### config.mk
export PLATFORM = sky130hd
export DESIGN_NAME = model_read_keys_stream
export DESIGN_NICKNAME = d
export VERILOG_FILES = /design/src/rtl/model_read_keys_stream.sv
export SDC_FILE = /design/constraint.sdc
export NUM_CORES = 2
export LEC_CHECK = 0
export BUFFER_PORTS_ARGS = -buffer_cell sky130_fd_sc_hd__buf_2
export CAP_MARGIN = 5
export CORE_MARGIN = 2
export CORE_UTILIZATION = 50
export CTS_BUF_LIST = sky130_fd_sc_hd__clkbuf_8 sky130_fd_sc_hd__clkbuf_16
export DETAILED_ROUTE_END_ITERATION = 6
export PLACE_DENSITY = 0.72
export SYNTH_ARGS = -nofsm -noshare
export SYNTH_HDL_FRONTEND = slang
export SYNTH_SLANG_ARGS = --single-unit
### constraint.sdc
create_clock -name CLK -period 18.4 [get_ports CLK]
set_input_delay 2.76 -clock CLK [delete_from_list [all_inputs] [get_ports CLK]]
set_output_delay 2.76 -clock CLK [all_outputs]
set_load 0.05 [all_outputs]
### src/rtl/model_read_keys_stream.sv
// Streams one R x W key matrix from K_IN to K_OUT through a small FIFO, tagging each element with its row-major indices.
// Optional build macro MODEL_READ_KEYS_STREAM_CLAMP_EN saturates keys to [-KEY_LIMIT, +KEY_LIMIT] before buffering.
module model_read_keys_stream #(
    parameter int                   DATA_SIZE    = 64,
    parameter int                   CONTROL_SIZE = 64,
    parameter int                   FIFO_DEPTH   = 4,
    parameter logic [DATA_SIZE-1:0] KEY_LIMIT    = {2'b01, {(DATA_SIZE-2){1'b0}}}
) (
    input  logic                    CLK,
    input  logic                    RST,
    input  logic                    START,
    output logic                    READY,
    output logic                    BUSY,
    output logic                    ERROR,
    input  logic [CONTROL_SIZE-1:0] SIZE_R_IN,
    input  logic [CONTROL_SIZE-1:0] SIZE_W_IN,
    input  logic [DATA_SIZE-1:0]    K_IN,
    input  logic                    K_IN_VALID,
    output logic                    K_IN_READY,
    output logic [DATA_SIZE-1:0]    K_OUT,
    output logic                    K_OUT_VALID,
    input  logic                    K_OUT_READY,
    output logic [CONTROL_SIZE-1:0] K_OUT_I_INDEX,
    output logic [CONTROL_SIZE-1:0] K_OUT_K_INDEX,
    output logic                    K_OUT_I_LAST,
    output logic                    K_OUT_K_LAST
);

    localparam int PTR_W = $clog2(FIFO_DEPTH);
    localparam int CNT_W = PTR_W + 1;

    typedef enum logic [1:0] {S_IDLE, S_RUN, S_DRAIN, S_DONE} state_t;

    typedef struct packed {
        logic [DATA_SIZE-1:0]    key;
        logic [CONTROL_SIZE-1:0] i_idx;
        logic [CONTROL_SIZE-1:0] k_idx;
        logic                    i_last;
        logic                    k_last;
    } entry_t;

    state_t                  state_q;
    logic [CONTROL_SIZE-1:0] size_r_q, size_w_q;
    logic [CONTROL_SIZE-1:0] i_q, k_q, i_d, k_d;
    logic                    ready_q, error_q;

    entry_t                  mem [FIFO_DEPTH];
    logic [PTR_W-1:0]        wr_ptr_q, rd_ptr_q;
    logic [CNT_W-1:0]        count_q;

    logic                    fifo_full, fifo_empty;
    logic                    k_in_ready, push, pop;
    logic                    i_last, k_last;
    logic [DATA_SIZE-1:0]    key_c;
    entry_t                  push_entry, head;

`ifdef MODEL_READ_KEYS_STREAM_CLAMP_EN
    logic signed [DATA_SIZE-1:0] key_s, lim_s;

    always_comb begin
        key_s = signed'(K_IN);
        lim_s = signed'(KEY_LIMIT);
        key_c = K_IN;
        if (key_s > lim_s)
            key_c = KEY_LIMIT;
        else if (key_s < -lim_s)
            key_c = -KEY_LIMIT;
    end
`else
    assign key_c = K_IN;
`endif

    // NOTE: every always_comb output gets a value on every path, so no latch is inferred.
    always_comb begin
        fifo_full  = (count_q == CNT_W'(FIFO_DEPTH));
        fifo_empty = (count_q == '0);
        k_in_ready = (state_q == S_RUN) && !fifo_full;
        push       = K_IN_VALID && k_in_ready;
        pop        = !fifo_empty && K_OUT_READY;

        i_last = (i_q == size_r_q - CONTROL_SIZE'(1));
        k_last = (k_q == size_w_q - CONTROL_SIZE'(1));
        k_d    = k_last ? '0 : k_q + CONTROL_SIZE'(1);
        i_d    = k_last ? i_q + CONTROL_SIZE'(1) : i_q;

        push_entry.key    = key_c;
        push_entry.i_idx  = i_q;
        push_entry.k_idx  = k_q;
        push_entry.i_last = i_last;
        push_entry.k_last = k_last;
    end

    // NOTE: sequential state uses non-blocking assignments so all registers update from pre-edge values.
    always_ff @(posedge CLK or posedge RST) begin
        if (RST) begin
            state_q  <= S_IDLE;
            size_r_q <= '0;
            size_w_q <= '0;
            i_q      <= '0;
            k_q      <= '0;
            ready_q  <= 1'b0;
            error_q  <= 1'b0;
        end else begin
            ready_q <= 1'b0;
            error_q <= 1'b0;
            case (state_q)
                S_IDLE: begin
                    if (START) begin
                        if (SIZE_R_IN == '0 || SIZE_W_IN == '0) begin
                            error_q <= 1'b1;
                            ready_q <= 1'b1;
                        end else begin
                            size_r_q <= SIZE_R_IN;
                            size_w_q <= SIZE_W_IN;
                            i_q      <= '0;
                            k_q      <= '0;
                            state_q  <= S_RUN;
                        end
                    end
                end
                S_RUN: begin
                    if (push) begin
                        i_q <= i_d;
                        k_q <= k_d;
                        if (i_last && k_last)
                            state_q <= S_DRAIN;
                    end
                end
                S_DRAIN: begin
                    // READY rises together with DONE so the pulse lines up with that single cycle.
                    if (fifo_empty) begin
                        state_q <= S_DONE;
                        ready_q <= 1'b1;
                    end
                end
                default: state_q <= S_IDLE;
            endcase
        end
    end

    always_ff @(posedge CLK or posedge RST) begin
        if (RST) begin
            wr_ptr_q <= '0;
            rd_ptr_q <= '0;
            count_q  <= '0;
        end else begin
            if (push)
                wr_ptr_q <= wr_ptr_q + PTR_W'(1);
            if (pop)
                rd_ptr_q <= rd_ptr_q + PTR_W'(1);
            case ({push, pop})
                2'b10:   count_q <= count_q + CNT_W'(1);
                2'b01:   count_q <= count_q - CNT_W'(1);
                default: count_q <= count_q;
            endcase
        end
    end

    // NOTE: storage is not reset; outputs are masked while empty, so stale entries are never visible.
    always_ff @(posedge CLK) begin
        if (push)
            mem[wr_ptr_q] <= push_entry;
    end

    assign head = mem[rd_ptr_q];

    always_comb begin
        K_OUT         = '0;
        K_OUT_I_INDEX = '0;
        K_OUT_K_INDEX = '0;
        K_OUT_I_LAST  = 1'b0;
        K_OUT_K_LAST  = 1'b0;
        if (!fifo_empty) begin
            K_OUT         = head.key;
            K_OUT_I_INDEX = head.i_idx;
            K_OUT_K_INDEX = head.k_idx;
            K_OUT_I_LAST  = head.i_last;
            K_OUT_K_LAST  = head.k_last;
        end
    end

    assign READY       = ready_q;
    assign ERROR       = error_q;
    assign BUSY        = (state_q != S_IDLE);
    assign K_IN_READY  = k_in_ready;
    assign K_OUT_VALID = !fifo_empty;

endmodule

==> results by group <==
Floorplanning
  • Die Y: 311 um
  • Core area: 93500 um^2
  • Die Area: 96900 um^2
  • Row cnt: 112
  • Die width: 311 um
  • Total I/O pin count: 396
  • Initial Utilization: 50.5%

STA
  • Max transition margin: 11.0%
  • Worst Max-Slew Pin Slew: 1.32 ns
  • Fmax: 152 MHz
  • Post-route clock period utilization: 35.8%
  • Max-slew violations: 0
  • Final hold slack: 0.506 ns
  • Worst clock skew: 0.0290 ns
  • Final hold violation count: 0
  • Setup TNS: 0 ns
  • Final Critical Period: 6.58 ns
  • # setup viols final: 0
  • Unrepaired setup endpoints after global routing: no

Placed design
  • Dpl cells: 4758
  • Detail Placement HPWL: 81.8 mm
  • RD Place Congestion: 0.962
  • PortBufs: 395

Global route
  • First-pass GRT wire length: 184 mm
  • GRT Total Usage: 24.9%
  • Overflow after GRT: 0
  • Vias in the first global route: 29000
  • Initial antenna violation count: 8
  • Largest net degree at the start of global routing: 112

Clock network
  • Clk_lat worst skew: 0.70 ns
  • CTS H-Tree Depth: 3
  • Clock transition at path regs: 0.06 ns
  • Setup bufs post-CTS: 0
  • Clock tree buffer depth: 3
  • CTS Hold Bufs: 0
  • Post-CTS Resized: 0
  • CTS tree: built
  • CTS Sinks: 1043
  • Root Driver: clkbuf_16
  • CTS buffer count: 107

Layout
  • Multi-input logic area: 16500 um^2
  • Seq. cell area: 30000 um^2
  • Layout cell share with drive strength beyond 1: 26.1%
  • Fin nets: 3824
  • Fillers: 7341
  • Post-route insts no fill: 4962
  • Layout area overhead: 14.5%

Logic synthesis
  • Area fraction in compound gates after synthesis: 3.40%
  • Syn Nets: 3439
  • Post-synthesis xor/xnor area fraction: 4.32%
  • Adder-cell share of the synthesized area: 0.408%
  • Fraction of registers with async set/reset: 25.6%
  • Top_reg_cell synth: edfxtp_1
  • Warnings from Yosys: 0
  • Count of cell types in the netlist: 82
  • Synthesized area per cell: 14.6 um^2
  • Mux share of post-synthesis cell area: 13.2%
  • Post-synth EDFFs: 776
  • Simple-gate share of the synthesized area: 13.4%
  • Combinational family with the most area after synthesis: simple AND/OR/NAND/NOR gates
  • Seq cells post-synth: 1043
  • Sequential area share after synthesis: 63.5%
  • Synth Instances: 3228
  • Post-Syn Area: 47200 um^2

Critical path
  • Critical path peak fanout: 88
  • Delay of the slowest critical-path stage: 1.17 ns
  • WS Path Type: in2reg
  • Crit path max-delay cell type: nor4_1
  • Crit start category: input port
  • Arr. time, crit path: 7.13 ns
  • Crit end category: flip-flop
  • CP bufs+invs: 3
  • CP Cell Sequence: buf_2, nor4_1, buf_4, nand4_1, nor4_1, o31ai_1, nand2_4, nor2_2, buf_4, o2111ai_1, a21oi_1
  • Crit path max-delay family: simple AND/OR/NAND/NOR gates
  • WP data required: 18.95 ns

Detailed routing
  • Routed len/inst: 24.5 um
  • Via Count: 30100
  • Routed vias/inst: 6.06
  • Post-Route WL: 122 mm
  • Remaining antenna violation count: 0
  • First drt pass iteration count: 6
  • Initial DRC Count: 3129
  • DRC: 0

Pwr
  • Leak pwr: 18.9 nW
  • Worst VDD drop: 0.000132 V
  • Pwr/cell area: 169 nW/um^2
  • Total power: 0.00915 W

Outcome
  • Status: finished clean

Hold path
  • Hold crit path type: reg2reg

Flow run
  • Max_cap viols: 0
==> cells by family after synthesis <==
kind of cell | after synthesis
AOI/OAI and AO/OA | 230
xor gates and xnor gates | 233
adders and majority gates | 15
buffers and inverters | 212
DFF | 1043
muxes | 367
and+or+nand+nor | 1128
==> state kept, by name (all words and copies together) (netlist names) <==
register and count:
mem 776, i_q 64, k_q 64, size_r_q 64
size_w_q 64, count_q 3, rd_ptr_q 2, state_q 2
wr_ptr_q 2, ERROR 1, READY 1
==> power breakdown <==
part           internal (W)  leakage (nW)  total [W]  switching (W)
logic               0.00125          6.73    0.00377        0.00252
registers           0.00283          10.4    0.00325       0.000420
clock network       0.00121          1.78    0.00213       0.000917
==> worst paths after layout <==
check,startpoint,to,slack [ns],cells past startpoint
min in group asynchronous,RST,size_w_q[10],2.21,2
max reg2reg,size_w_q[6],k_q[40],13.07,13
max in group asynchronous,RST,size_r_q[6],14.73,3
max,SIZE_R_IN[37],i_q[26],11.82,11
min,count_q[1],count_q[1],0.51,2
min reg2reg,count_q[1],count_q[1],0.51,2
==> Yosys cell counts, types with 10 or more instances <==
master,instances,share of area [%]
nand4_1,79,1.0
ha_1,13,0.34
clkbuf_1,125,0.99
nand2_1,144,1.1
mux2_2,122,2.9
or4_1,39,0.62
nor4_1,100,1.3
and2_1,213,2.8
o31ai_1,20,0.32
xnor2_1,143,2.7
a21oi_1,48,0.51
dfrtp_1,267,14
o2111ai_1,13,0.24
and3_1,34,0.45
nor3_1,108,1.1
edfxtp_1,776,49
or3_1,23,0.30
o21ai_0,38,0.40
inv_1,49,0.39
nand4b_1,10,0.19
and4_1,18,0.33
nand2b_1,41,0.54
mux2i_1,51,1.1
xor2_1,90,1.7
nand3_1,102,1.1
mux4_2,194,9.3
a31oi_1,17,0.23
nor2_1,156,1.2
buf_1,30,0.24
==> worst register-to-register path, cell delays in order (launching register included) <==
cell and delay, ns:
dfrtp_1 0.49, nor3_1 0.65, nand3_1 0.74, nor4_2 0.84
nand3b_1 0.17, xnor2_1 0.28, o2111ai_1 0.15, nor4_1 0.30
buf_4 0.21, a21oi_4 0.07, buf_4 0.39, nor2_4 0.20
buf_4 0.52, nor2_1 0.19
==> final cells by class <==
class | instances | share of cell area, %
Multi-Input combinational cell | 1973 | 30.6
Antenna cell | 5 | 0.0231
Inverter | 49 | 0.354
Clock buffer | 113 | 5.10
Clock inverter | 86 | 1.32
Sequential cell | 1043 | 55.5
Timing Repair Buffer | 439 | 4.29
Tap cell | 1254 | 2.90
==> routing by layer <==
metal  share of wire (%)  global-route usage (%)  up-vias
met1                  43                    36.2    15400
met2                  48                    39.6     1189
li1                    -                       -    13300
met4                 2.3                    7.33        2
met3                 6.9                    3.41      179
met5               0.011                       0        -
==> cell usage in the layout, fill, tap and decap left out, types with 39 or more instances in the layout <==
master and count:
edfxtp_1 776, buf_2 395, dfrtp_1 265, and2_1 213, mux4_2 194, nor2_1 154
xnor2_1 143, nand2_1 142, mux2_2 122, nor3_1 107, clkbuf_16 107, nand3_1 102
nor4_1 92, xor2_1 90, nand4_1 79, inv_1 72, mux2i_1 51, a21oi_1 47
buf_4 43, nand2b_1 41, or4_1 39
==> through the flow <==
step / worst slack (ns) / utilization (%) / cell area [um^2]
after floorplan: 8.29 / - / 47200
after global placement: 10.39 / 54.1 / 50600
after detailed placement: 11.17 / 54.1 / 50600
after CTS: 11.74 / 57.9 / 54100
after global routing: 11.63 / 57.9 / 54100
final: 11.82 / 57.9 / 54100
No activity file was read; power rests on OpenSTA's default activity.
